<file path="src/rtl/cpu_pkg.sv">
// Shared definitions for the small RISC core: opcode constants, the
// load-unit state type and the default datapath widths.
package cpu_pkg;

   // Default datapath widths used by the execution blocks.
   localparam int DEF_DATA_W = 8;
   localparam int DEF_ADDR_W = 4;

   // Opcode field values seen by decode.
   localparam logic [3:0] OP_ADDI = 4'h1;
   localparam logic [3:0] OP_LW   = 4'h4;
   localparam logic [3:0] OP_SW   = 4'h5;

   // Load-unit sequencing states.
   typedef enum logic [1:0] {
      IDLE,
      REQ,
      WAIT,
      WB
   } ld_state_t;

   // Decode helper: true when the opcode selects a load word.
   function automatic logic is_load(input logic [3:0] op);
      return (op == OP_LW);
   endfunction

endpackage

</file>
<file path="src/rtl/ea_calc.sv">
// Effective-address calculator: base plus sign-extended immediate,
// truncated to the memory address width (wraps modulo 2^ADDR_W).
// Purely combinational; shared by the load and store paths.
module ea_calc #(
   parameter int DATA_W = 8,
   parameter int ADDR_W = 4,
   parameter int OFF_W  = 4
) (
   input  logic [DATA_W-1:0] base_i,
   input  logic [OFF_W-1:0]  off_i,
   output logic [ADDR_W-1:0] addr_o
);

   logic [DATA_W-1:0] off_ext;
   logic [DATA_W-1:0] sum;
   logic              unused_sum_hi;

   // Sign-extend the immediate to the register width, then add.
   assign off_ext = DATA_W'($signed(off_i));
   assign sum     = base_i + off_ext;

   // Only the low address bits reach the memory; the rest are dropped.
   assign addr_o        = sum[ADDR_W-1:0];
   assign unused_sum_hi = &{1'b0, sum[DATA_W-1:ADDR_W]};

endmodule

</file>
<file path="src/rtl/load_unit.sv">
// Load-word execution block. Accepts an LW from decode, issues one read
// to data memory, waits (bounded by TIMEOUT) for read data and writes it
// back to the register file with a one-cycle strobe.
// Optional build macro LOAD_FWD_EN enables store-to-load forwarding from
// a store that hits the same address in the accept cycle.
module load_unit
   import cpu_pkg::*;
#(
   parameter int DATA_W  = DEF_DATA_W,
   parameter int ADDR_W  = DEF_ADDR_W,
   parameter int REG_AW  = 3,
   parameter int OFF_W   = 4,
   parameter int TIMEOUT = 15
) (
   input  logic              clk,
   input  logic              rst,
   input  logic              ld_req,
   input  logic [DATA_W-1:0] ld_base,
   input  logic [OFF_W-1:0]  ld_off,
   input  logic [REG_AW-1:0] ld_rd,
   output logic              ld_ready,
   output logic              ld_busy,
   output logic              mem_rd_en,
   output logic [ADDR_W-1:0] mem_addr,
   input  logic [DATA_W-1:0] mem_rdata,
   input  logic              mem_rvalid,
   input  logic              st_we,
   input  logic [ADDR_W-1:0] st_addr,
   input  logic [DATA_W-1:0] st_wdata,
   output logic              rf_we,
   output logic [REG_AW-1:0] rf_waddr,
   output logic [DATA_W-1:0] rf_wdata,
   output logic              ld_err
);

   localparam int              CNT_W    = $clog2(TIMEOUT + 1);
   localparam logic [CNT_W-1:0] CNT_LAST = CNT_W'(TIMEOUT - 1);

   ld_state_t         state_q;
   logic [ADDR_W-1:0] addr_q;
   logic [REG_AW-1:0] rd_q;
   logic [DATA_W-1:0] data_q;
   logic [CNT_W-1:0]  cnt_q;
   logic              ld_ready_q;
   logic              ld_busy_q;
   logic              mem_rd_en_q;
   logic              rf_we_q;
   logic [REG_AW-1:0] rf_waddr_q;
   logic              ld_err_q;

   logic [ADDR_W-1:0] ea;
   logic              fwd_hit;

   ea_calc #(
      .DATA_W (DATA_W),
      .ADDR_W (ADDR_W),
      .OFF_W  (OFF_W)
   ) u_ea (
      .base_i (ld_base),
      .off_i  (ld_off),
      .addr_o (ea)
   );

`ifdef LOAD_FWD_EN
   // A store to the same address in the accept cycle supplies the data.
   assign fwd_hit = st_we && (st_addr == ea);
`else
   // Without forwarding every load goes through memory.
   logic unused_st;
   assign fwd_hit   = 1'b0;
   assign unused_st = &{1'b0, st_we, st_addr, st_wdata};
`endif

   // Load sequencer with registered outputs; strobes default low each cycle.
   always_ff @(posedge clk or negedge rst) begin
      if (!rst) begin
         state_q     <= IDLE;
         addr_q      <= '0;
         rd_q        <= '0;
         data_q      <= '0;
         cnt_q       <= '0;
         ld_ready_q  <= 1'b1;
         ld_busy_q   <= 1'b0;
         mem_rd_en_q <= 1'b0;
         rf_we_q     <= 1'b0;
         rf_waddr_q  <= '0;
         ld_err_q    <= 1'b0;
      end else begin
         mem_rd_en_q <= 1'b0;
         rf_we_q     <= 1'b0;
         rf_waddr_q  <= '0;
         data_q      <= '0;
         ld_err_q    <= 1'b0;
         case (state_q)
            IDLE: begin
               if (ld_req) begin
                  rd_q       <= ld_rd;
                  ld_ready_q <= 1'b0;
                  ld_busy_q  <= 1'b1;
                  if (fwd_hit) begin
                     // Forwarded store data skips the memory round trip.
                     state_q    <= WB;
                     data_q     <= st_wdata;
                     rf_we_q    <= 1'b1;
                     rf_waddr_q <= ld_rd;
                  end else begin
                     state_q     <= REQ;
                     addr_q      <= ea;
                     mem_rd_en_q <= 1'b1;
                  end
               end
            end
            REQ: begin
               // Memory cannot answer within the strobe cycle, so rvalid is
               // not looked at here.
               cnt_q   <= '0;
               state_q <= WAIT;
            end
            WAIT: begin
               if (mem_rvalid) begin
                  // Read data wins even on the last allowed wait cycle.
                  state_q    <= WB;
                  addr_q     <= '0;
                  data_q     <= mem_rdata;
                  rf_we_q    <= 1'b1;
                  rf_waddr_q <= rd_q;
               end else begin
                  cnt_q <= cnt_q + 1'b1;
                  if (cnt_q == CNT_LAST) begin
                     // Abort: flag the error and become ready again.
                     state_q    <= IDLE;
                     addr_q     <= '0;
                     ld_err_q   <= 1'b1;
                     ld_ready_q <= 1'b1;
                     ld_busy_q  <= 1'b0;
                  end
               end
            end
            WB: begin
               state_q    <= IDLE;
               ld_ready_q <= 1'b1;
               ld_busy_q  <= 1'b0;
            end
            default: begin
               state_q    <= IDLE;
               ld_ready_q <= 1'b1;
               ld_busy_q  <= 1'b0;
            end
         endcase
      end
   end

   assign ld_ready  = ld_ready_q;
   assign ld_busy   = ld_busy_q;
   assign mem_rd_en = mem_rd_en_q;
   assign mem_addr  = addr_q;
   assign rf_we     = rf_we_q;
   assign rf_waddr  = rf_waddr_q;
   assign rf_wdata  = data_q;
   assign ld_err    = ld_err_q;

endmodule

</file>
<file path="config.mk">
export PLATFORM = sky130hd
export DESIGN_NAME = load_unit
export DESIGN_NICKNAME = d
export VERILOG_FILES = /design/src/rtl/cpu_pkg.sv /design/src/rtl/ea_calc.sv /design/src/rtl/load_unit.sv
export SDC_FILE = /design/constraint.sdc
export NUM_CORES = 1
export LEC_CHECK = 0
export CAP_MARGIN = 20
export CORE_ASPECT_RATIO = 0.6
export CORE_MARGIN = 8
export CORE_UTILIZATION = 45
export DETAILED_ROUTE_END_ITERATION = 6
export DONT_BUFFER_PORTS = 1
export PLACE_DENSITY_LB_ADDON = 0.08
export SYNTH_ARGS = -nofsm -noshare
export SYNTH_HDL_FRONTEND = slang
export SYNTH_SLANG_ARGS = --single-unit
</file>
<file path="constraint.sdc">
create_clock -name clk -period 2.06 [get_ports clk]
set_clock_uncertainty 0.15 [all_clocks]
set_input_delay 0.412 -clock clk [delete_from_list [all_inputs] [get_ports clk]]
set_output_delay 0.412 -clock clk [all_outputs]
set_load 0.02 [all_outputs]
</file>
==> results of run 1 <==
[per-layer routing]
metal / up-vias / part of all wire, %
met2: 26 / 47
met5: - / 0
met1: 389 / 45
met3: 0 / 7.5
li1: 379 / -
met4: 0 / 0
[cells by family after synthesis]
family / Yosys count / synth area share, %
AOI/OAI and AO/OA: 21 / 12.1
and+or+nand+nor: 34 / 17.0
DFF: 29 / 57.2
buffers and inverters: 8 / 3.05
xor gates and xnor gates: 2 / 1.38
muxes: 3 / 2.66
adders and majority gates: 6 / 6.50
[layout make-up]
type,instances,share of cell area [%]
flip-flops and latches,29,50.1
multi-input cells,66,34.8
clock buffers,7,5.95
repair buffers,4,3.11
well taps,34,2.93
clock inverters,1,2.07
inverters,4,1.04
[cell usage after synthesis, types with 2 or more instances]
cell type / n
sky130_fd_sc_hd__nor2_1: 2
sky130_fd_sc_hd__mux2_2: 3
sky130_fd_sc_hd__a211o_1: 2
sky130_fd_sc_hd__nand3_1: 3
sky130_fd_sc_hd__nor2b_1: 2
sky130_fd_sc_hd__nand2_1: 3
sky130_fd_sc_hd__dfrtp_1: 28
sky130_fd_sc_hd__a22o_1: 3
sky130_fd_sc_hd__nand4b_1: 2
sky130_fd_sc_hd__xor2_1: 2
sky130_fd_sc_hd__o2bb2ai_1: 4
sky130_fd_sc_hd__and2_1: 11
sky130_fd_sc_hd__nor3_1: 3
sky130_fd_sc_hd__a21oi_1: 6
sky130_fd_sc_hd__inv_1: 4
sky130_fd_sc_hd__ha_1: 5
sky130_fd_sc_hd__o21ai_0: 2
[state kept, by name (all words and copies together), names as in the netlist]
name	flops
rf_we	1
ld_err	1
ld_busy	1
mem_rd_en	1
cnt_q	4
state_q	2
mem_addr	4
rf_waddr	3
rd_q	3
ld_ready	1
rf_wdata	8
[final timing paths]
path                          endpoint  slack, ns  depth (start not counted)
setup / recovery           mem_addr[3]       0.35                          5
hold / removal             rf_wdata[0]       0.11                          1
setup reg to reg           mem_addr[3]       0.35                          5
hold reg to reg            rf_waddr[0]       0.32                          1
max in group asynchronous     ld_ready       1.10                          2
min in group asynchronous  rf_wdata[0]       0.43                          2
[stage by stage]
stage	util (%)	cells	hold WS, ns
2_1_floorplan	-	103	-0.0336
4_1_cts	52.2	145	0.0976
5_1_grt	52.2	145	0.100
3_5_place_dp	46.9	135	-0.0329
3_3_place_gp	46.9	135	-0.0329
6_report	52.2	145	0.111
[power by group]
| part | switching [W] | internal, W |
|---|---|---|
| clock network | 0.000207 | 0.000394 |
| registers | 0.000280 | 0.000750 |
| logic | 0.000252 | 0.000231 |
| total | 0.000739 | 0.00137 |
[what timing repair did]
item,4_1_cts,5_1_grt
endpoints found under the hold margin,29,0
endpoints found under the setup margin,0,0
hold buffers,2,0
setup buffers,0,0
==> tab_implementation.tex, run 1 <==
\begin{tabular}{lr}
\hline
Metric & Value \\
\hline
\multicolumn{2}{l}{\textbf{Outcome}} \\
\quad Result of the run & finished clean \\
\multicolumn{2}{l}{\textbf{Clocking}} \\
\quad Clock tree from TritonCTS & done \\
\quad Post\_cts resized & 0 \\
\quad Maximum level of the CTS H-tree & 2 \\
\quad Worst-skew pair later-pin latency & 0.27 ns \\
\quad Root buffer selected by CTS & sky130\_fd\_sc\_hd\_\_clkbuf\_8 \\
\quad Maximum count of clock buffers along a single path & 2 \\
\quad Cts bufs inserted & 5 \\
\quad Clock sink count & 29 \\
\quad Clock transition at path regs & 0.06 ns \\
\multicolumn{2}{l}{\textbf{Placed design}} \\
\quad Setup Slack @ Placement & 0.371 ns \\
\quad Number of I/O port buffers & 0 \\
\quad Instance area at placement & 0.00130 sq mm \\
\quad Global placement routability congestion & 0.679 \\
\quad Post-DP HPWL & 1880 um \\
\multicolumn{2}{l}{\textbf{Routing}} \\
\quad Detail Route Antenna Nets & 0 \\
\quad First DRT Iteration DRCs & 37 \\
\quad DRC violation count after routing & 0 \\
\quad Vias per Instance & 5.48 \\
\quad Vias after detailed routing & 794 \\
\quad Aggregate routed wire length & 2610 um \\
\quad Number of optimization iterations in the first detailed-route pass & 4 \\
\quad Wire per inst & 18.0 um \\
\multicolumn{2}{l}{\textbf{Finish}} \\
\quad Share of final-layout standard cells stronger than drive strength 1 & 15.3\% \\
\quad Most common cell after layout, fill and taps aside & sky130\_fd\_sc\_hd\_\_dfrtp\_1 \\
\quad Finished Cell Area & 0.00145 sq mm \\
\quad Area growth, synth to finish & 14.2\% \\
\quad \# nets final & 156 \\
\quad Area of combinational cells with multiple inputs & 504 sq um \\
\quad Sequential cell area & 727 sq um \\
\quad Commonest non-fill, non-tap cells in the layout & 28 x sky130\_fd\_sc\_hd\_\_dfrtp\_1, 11 x sky130\_fd\_sc\_hd\_\_and2\_1, 6 x sky130\_fd\_sc\_hd\_\_a21oi\_1, 6 x sky130\_fd\_sc\_hd\_\_clkbuf\_8, 5 x sky130\_fd\_sc\_hd\_\_ha\_1 \\
\quad Fill cell count & 263 \\
\quad Diode insertion count for antenna repair & 0 \\
\multicolumn{2}{l}{\textbf{Pwr}} \\
\quad Total power & 0.00211 W \\
\quad Maximum vdd ir drop & 0.000646 V \\
\quad Power density of the placed cells & 1460 mW/mm\^{}2 \\
\quad Leak Pwr & 0.681 nW \\
\multicolumn{2}{l}{\textbf{Worst setup path}} \\
\quad Series of cell instances along the critical path & inv\_1, ha\_1, nand3\_1, a211o\_1, a211o\_1 \\
\quad Crit-path most repeated cell & sky130\_fd\_sc\_hd\_\_a211o\_1 \\
\quad Critical path buffers and inverters & 1 \\
\quad Setup crit start kind & flip-flop \\
\quad Element type at the critical path end & flip-flop \\
\quad Maximum cell stage delay along the critical path & 0.44 ns \\
\quad Cell family contributing the most delay on the critical path & compound AO/OA/AOI/OAI gates \\
\quad Worst Path Required & 2.07 ns \\
\quad Category of the most critical setup path & flip-flop to flip-flop \\
\quad Data arrival time of the critical path & 1.72 ns \\
\quad Peak fanout along the critical path & 6 \\
\quad Cell with the biggest individual delay on the critical path & sky130\_fd\_sc\_hd\_\_dfrtp\_1 \\
\quad Start point of the critical path & cnt\_q[0] \\
\quad Reg-to-reg critical path startpoint & cnt\_q[0] \\
\multicolumn{2}{l}{\textbf{Timing}} \\
\quad Final period utilization & 83.1\% \\
\quad RSZ-0062 raised after global routing & no \\
\quad Final setup violation count & 0 \\
\quad Smallest setup slack after layout & 0.349 ns \\
\quad Setup total negative slack & 0 ns \\
\quad Worst slew margin & 73.6\% \\
\quad Transition time of the tightest slew-check pin & 0.395 ns \\
\quad Max-slew violation total from the final report & 0 \\
\quad Final count of hold timing violations & 0 \\
\quad Peak Freq & 584 MHz \\
\quad Min cycle time layout & 1.71 ns \\
\multicolumn{2}{l}{\textbf{Die}} \\
\quad Core area & 0.00278 sq mm \\
\quad Count of standard-cell rows & 15 \\
\quad Chip width & 84.6 um \\
\quad Num ports & 60 \\
\quad Total die area & 0.00483 sq mm \\
\quad Initial standard-cell utilization of the core & 45.7\% \\
\quad Die Y & 57.2 um \\
\multicolumn{2}{l}{\textbf{Synth}} \\
\quad Main synth FF type & sky130\_fd\_sc\_hd\_\_dfrtp\_1 \\
\quad Average cell area after synthesis & 12.3 sq um \\
\quad Synth Register Bits & 29 \\
\quad Cells after Synth & 103 \\
\quad Area fraction of the dominant cell type after synthesis & 55.2\% \\
\quad Post-synth design cell area & 0.00127 sq mm \\
\quad Yosys warnings & 0 \\
\quad Number of different library cells in the post-synthesis netlist & 35 \\
\quad Count of flip-flops with a built-in enable after synthesis & 0 \\
\quad Biggest area contributors in the synthesized netlist & sky130\_fd\_sc\_hd\_\_dfrtp\_1 55\%, sky130\_fd\_sc\_hd\_\_and2\_1 5.4\%, sky130\_fd\_sc\_hd\_\_ha\_1 4.9\%, sky130\_fd\_sc\_hd\_\_o2bb2ai\_1 2.8\%, sky130\_fd\_sc\_hd\_\_mux2\_2 2.7\% \\
\quad Post-synth net total & 149 \\
\quad Post-synthesis sequential area ratio & 57.2\% \\
\quad Largest area contributor in the netlist & sky130\_fd\_sc\_hd\_\_dfrtp\_1 \\
\quad Share of async-settable or async-resettable flops after synthesis & 100\% \\
\multicolumn{2}{l}{\textbf{GRT}} \\
\quad GRT Max-Usage Layer & met2 \\
\quad Initial antenna violation count & 0 \\
\quad Overall routing resource usage & 11.6\% \\
\quad GR Util met2 & 17.2\% \\
\quad Global-route wire length before repair & 4280 um \\
\quad Maximum number of pins on one net before global-route repair & 30 \\
\quad Met1 track utilization from global routing & 13.9\% \\
\quad Remaining Overflow, GRT & 0 \\
\quad GRT met3 Usage & 6.15\% \\
\quad Number of global-route vias before repair & 816 \\
\multicolumn{2}{l}{\textbf{Hold path}} \\
\quad Start point of the worst hold path & mem\_rdata[0] \\
\quad Type of the most critical hold path & primary input to flip-flop \\
\multicolumn{2}{l}{\textbf{Run}} \\
\quad Maximum capacitance violations & 0 \\
\hline
\end{tabular}
Power figures use the tool's default switching activity.
==> inputs of run 2 (changes only) <==
==> constraint.sdc (replaced) <==
create_clock -name clk -period 1.6 [get_ports clk]
set_clock_uncertainty 0.15 [all_clocks]
set_input_delay 0.32 -clock clk [delete_from_list [all_inputs] [get_ports clk]]
set_output_delay 0.32 -clock clk [all_outputs]
set_load 0.02 [all_outputs]
==> run 2 against run 1 <==
Non-clock buffer count rose by 6. Clock power is 27% higher. Largest power group unchanged. Critical endpoint unchanged. Hold slack got worse by 0.089 ns. First-iteration DRC count decreased by 11%. Largest cell class unchanged. Sequential power up 27%. Design area increased by 3.6%. Worst setup slack got worse by 0.33 ns. Critical path type unchanged.
==> tab_implementation.tex, run 2 (synthesis results as in run 1) <==
\begin{tabular}{lr}
\hline
Metric & Value \\
\hline
\multicolumn{2}{l}{\textbf{Outcome}} \\
\quad Result of the run & finished clean \\
\multicolumn{2}{l}{\textbf{Clocking}} \\
\quad Clock tree from TritonCTS & done \\
\quad Cts bufs inserted & 5 (unchanged) \\
\quad Worst-skew pair later-pin latency & 0.27 ns (about the same) \\
\quad \# Post-CTS Setup Buffers & 0 (unchanged) \\
\quad Maximum level of the CTS H-tree & 2 (unchanged) \\
\quad Maximum count of clock buffers along a single path & 2 (unchanged) \\
\quad Clock sink count & 29 (unchanged) \\
\quad Clock transition at path regs & 0.06 ns (about the same) \\
\quad Root buffer selected by CTS & sky130\_fd\_sc\_hd\_\_clkbuf\_8 \\
\multicolumn{2}{l}{\textbf{Worst setup path}} \\
\quad Worst Path Required & 1.61 ns (-0.46 ns) \\
\quad Element type at the critical path end & flip-flop \\
\quad End of the critical path & mem\_addr[3] \\
\quad Reg-to-reg critical path startpoint & cnt\_q[0] \\
\quad Data arrival time of the critical path & 1.58 ns (-0.14 ns) \\
\quad Peak fanout along the critical path & 4 (-2) \\
\quad Setup crit start kind & flip-flop \\
\quad Critical register-to-register path endpoint & mem\_addr[3] \\
\quad Category of the most critical setup path & flip-flop to flip-flop \\
\quad Depth of the worst register-to-register path & 5 (unchanged) \\
\quad Worst R2R Setup Slack & 0.02 ns (-0.33 ns) \\
\quad Start point of the critical path & cnt\_q[0] \\
\multicolumn{2}{l}{\textbf{Routing}} \\
\quad Aggregate routed wire length & 2540 um (-2.5\%) \\
\quad Vias after detailed routing & 779 (-1.9\%) \\
\quad Detail Route Antenna Nets & 0 (unchanged) \\
\quad Number of optimization iterations in the first detailed-route pass & 4 (unchanged) \\
\quad DRC violation count after routing & 0 (unchanged) \\
\quad First DRT Iteration DRCs & 33 (-11\%) \\
\quad Wire per inst & 16.8 um (-6.4\%) \\
\quad Vias per Instance & 5.16 (-5.8\%) \\
\multicolumn{2}{l}{\textbf{Run}} \\
\quad Maximum capacitance violations & 0 (unchanged) \\
\multicolumn{2}{l}{\textbf{Die}} \\
\quad Initial standard-cell utilization of the core & 45.7\% (unchanged) \\
\quad Num ports & 60 (unchanged) \\
\quad Chip width & 84.6 um (unchanged) \\
\quad Die Y & 57.2 um (unchanged) \\
\quad Total die area & 0.00483 sq mm (unchanged) \\
\quad Core area & 0.00278 sq mm (unchanged) \\
\quad Count of standard-cell rows & 15 (unchanged) \\
\multicolumn{2}{l}{\textbf{Finish}} \\
\quad Diode insertion count for antenna repair & 0 (unchanged) \\
\quad Area growth, synth to finish & 18.3\% \\
\quad Core occupancy in the finished layout & 54.1\% (+1.9 points) \\
\quad Commonest non-fill, non-tap cells in the layout & 28 x sky130\_fd\_sc\_hd\_\_dfrtp\_1, 11 x sky130\_fd\_sc\_hd\_\_and2\_1, 8 x sky130\_fd\_sc\_hd\_\_buf\_4 \\
\quad Non-filler instance count after layout & 151 (+4.1\%) \\
\quad Share of final-layout standard cells stronger than drive strength 1 & 21.4\% (+6.1 points) \\
\quad Fill cell count & 252 (-4.2\%) \\
\quad Max reg flops & 8 (unchanged) \\
\quad Most common cell after layout, fill and taps aside & sky130\_fd\_sc\_hd\_\_dfrtp\_1 \\
\quad \# nets final & 162 (+3.8\%) \\
\multicolumn{2}{l}{\textbf{Pwr}} \\
\quad Power density of the placed cells & 1860 mW/mm\^{}2 (+27\%) \\
\quad Leak Pwr & 0.710 nW (+4.3\%) \\
\quad Maximum vdd ir drop & 0.000644 V (-0.33\%) \\
\multicolumn{2}{l}{\textbf{Timing}} \\
\quad Transition time of the tightest slew-check pin & 0.353 ns (-0.0422 ns) \\
\quad Peak Freq & 634 MHz (+8.5\%) \\
\quad Final hold slack & 0.0218 ns (-0.0891 ns) \\
\quad Worst slew margin & 75.8\% (+2.2 points) \\
\quad Max-slew violation total from the final report & 0 (unchanged) \\
\quad Final count of hold timing violations & 0 (unchanged) \\
\quad Final setup violation count & 0 (unchanged) \\
\quad Setup total negative slack & 0 ns (unchanged) \\
\quad Final period utilization & 98.6\% (+15 points) \\
\quad RSZ-0062 raised after global routing & yes \\
\quad Min cycle time layout & 1.58 ns (-0.135 ns) \\
\multicolumn{2}{l}{\textbf{GRT}} \\
\quad Overall routing resource usage & 11.7\% (+0.089 points) \\
\quad Initial antenna violation count & 0 (unchanged) \\
\quad Maximum number of pins on one net before global-route repair & 30 (unchanged) \\
\quad Remaining Overflow, GRT & 0 (unchanged) \\
\quad Global-route wire length before repair & 4280 um (-0.14\%) \\
\quad Number of global-route vias before repair & 850 (+4.2\%) \\
\multicolumn{2}{l}{\textbf{Placed design}} \\
\quad Number of I/O port buffers & 0 (unchanged) \\
\quad Post-DP HPWL & 1900 um (+0.71\%) \\
\quad Placed insts & 141 (+4.4\%) \\
\quad Global placement routability congestion & 0.742 (+9.4\%) \\
\multicolumn{2}{l}{\textbf{Hold path}} \\
\quad Start point of the worst hold path & mem\_rdata[2] \\
\quad Worst Hold Path Cells & 1 (unchanged) \\
\quad Type of the most critical hold path & primary input to flip-flop \\
\hline
\end{tabular}
[run 2: changes by cell type in the layout (fill, tap and decap cells not counted), sizes merged]
cell / delta
buf: +6
[run 2: layer usage]
metal  vias to the layer above  track usage, %  part of all wire (%)  routed length, um
met3                         3            5.01                   6.1                155
met5                         -               0                     0                  0
li1                        389               -                     -                  -
met4                         0            5.28                  0.98                 25
met2                        22            19.3                    48               1210
met1                       365            13.0                    45               1150
[run 2: worst min path at each step]
| stage | end | slack [ns] |
|---|---|---|
| after global placement | rf_wdata[3] | -0.12 |
| after CTS | rf_wdata[0] | 0.01 |
| after floorplan | cnt_q[0] | -0.13 |
| after global routing | rf_wdata[2] | 0.01 |
| after detailed placement | rf_waddr[1] | -0.12 |
| final | rf_wdata[2] | 0.02 |
[run 2: power breakdown]
| part | leakage, nW | total (W) | switching [W] | internal [W] |
|---|---|---|---|---|
| logic | 0.274 | 0.000723 | 0.000350 | 0.000373 |
| clock network | 0.0585 | 0.000763 | 0.000257 | 0.000507 |
| registers | 0.378 | 0.00131 | 0.000340 | 0.000966 |
| total | 0.710 | 0.00279 | 0.000946 | 0.00185 |
[run 2: worst max-delay path, cell delays in order (launching register included)]
cell and delay (ns):
sky130_fd_sc_hd__dfrtp_1 0.37, sky130_fd_sc_hd__inv_1 0.06, sky130_fd_sc_hd__ha_2 0.18, sky130_fd_sc_hd__nand3_2 0.06, sky130_fd_sc_hd__a211o_1 0.36, sky130_fd_sc_hd__a211o_1 0.27
[run 2: metrics by stage]
step / setup slack (ns) / cell area (sq um) / power (W)
floorplan: 0.0275 / 1270 / 0.00178
global placement: -0.00516 / 1350 / 0.00200
detailed placement: -0.0189 / 1350 / 0.00203
CTS: 0.00914 / 1500 / 0.00283
global route: -0.0329 / 1500 / 0.00299
finish: 0.0231 / 1500 / 0.00279
[run 2: repair_timing]
item                                    4_1_cts  5_1_grt
gates cloned                                  0        0
hold buffers                                  2        0
resized for setup                             0        2
endpoints found under the setup margin        1        1
endpoints found under the hold margin        29        0
pin swaps                                     1        3
[run 2: final cells by class]
class                           count  area (sq um)  area share [%]
Clock inverter                      1          30.0            2.00
Inverter                            4          15.0           0.999
Tap cell                           34          42.5            2.83
Clock buffer                        7          86.3            5.75
Multi-Input combinational cell     66           512            34.1
Sequential cell                    29           727            48.4
Timing Repair Buffer               10          90.1            6.00
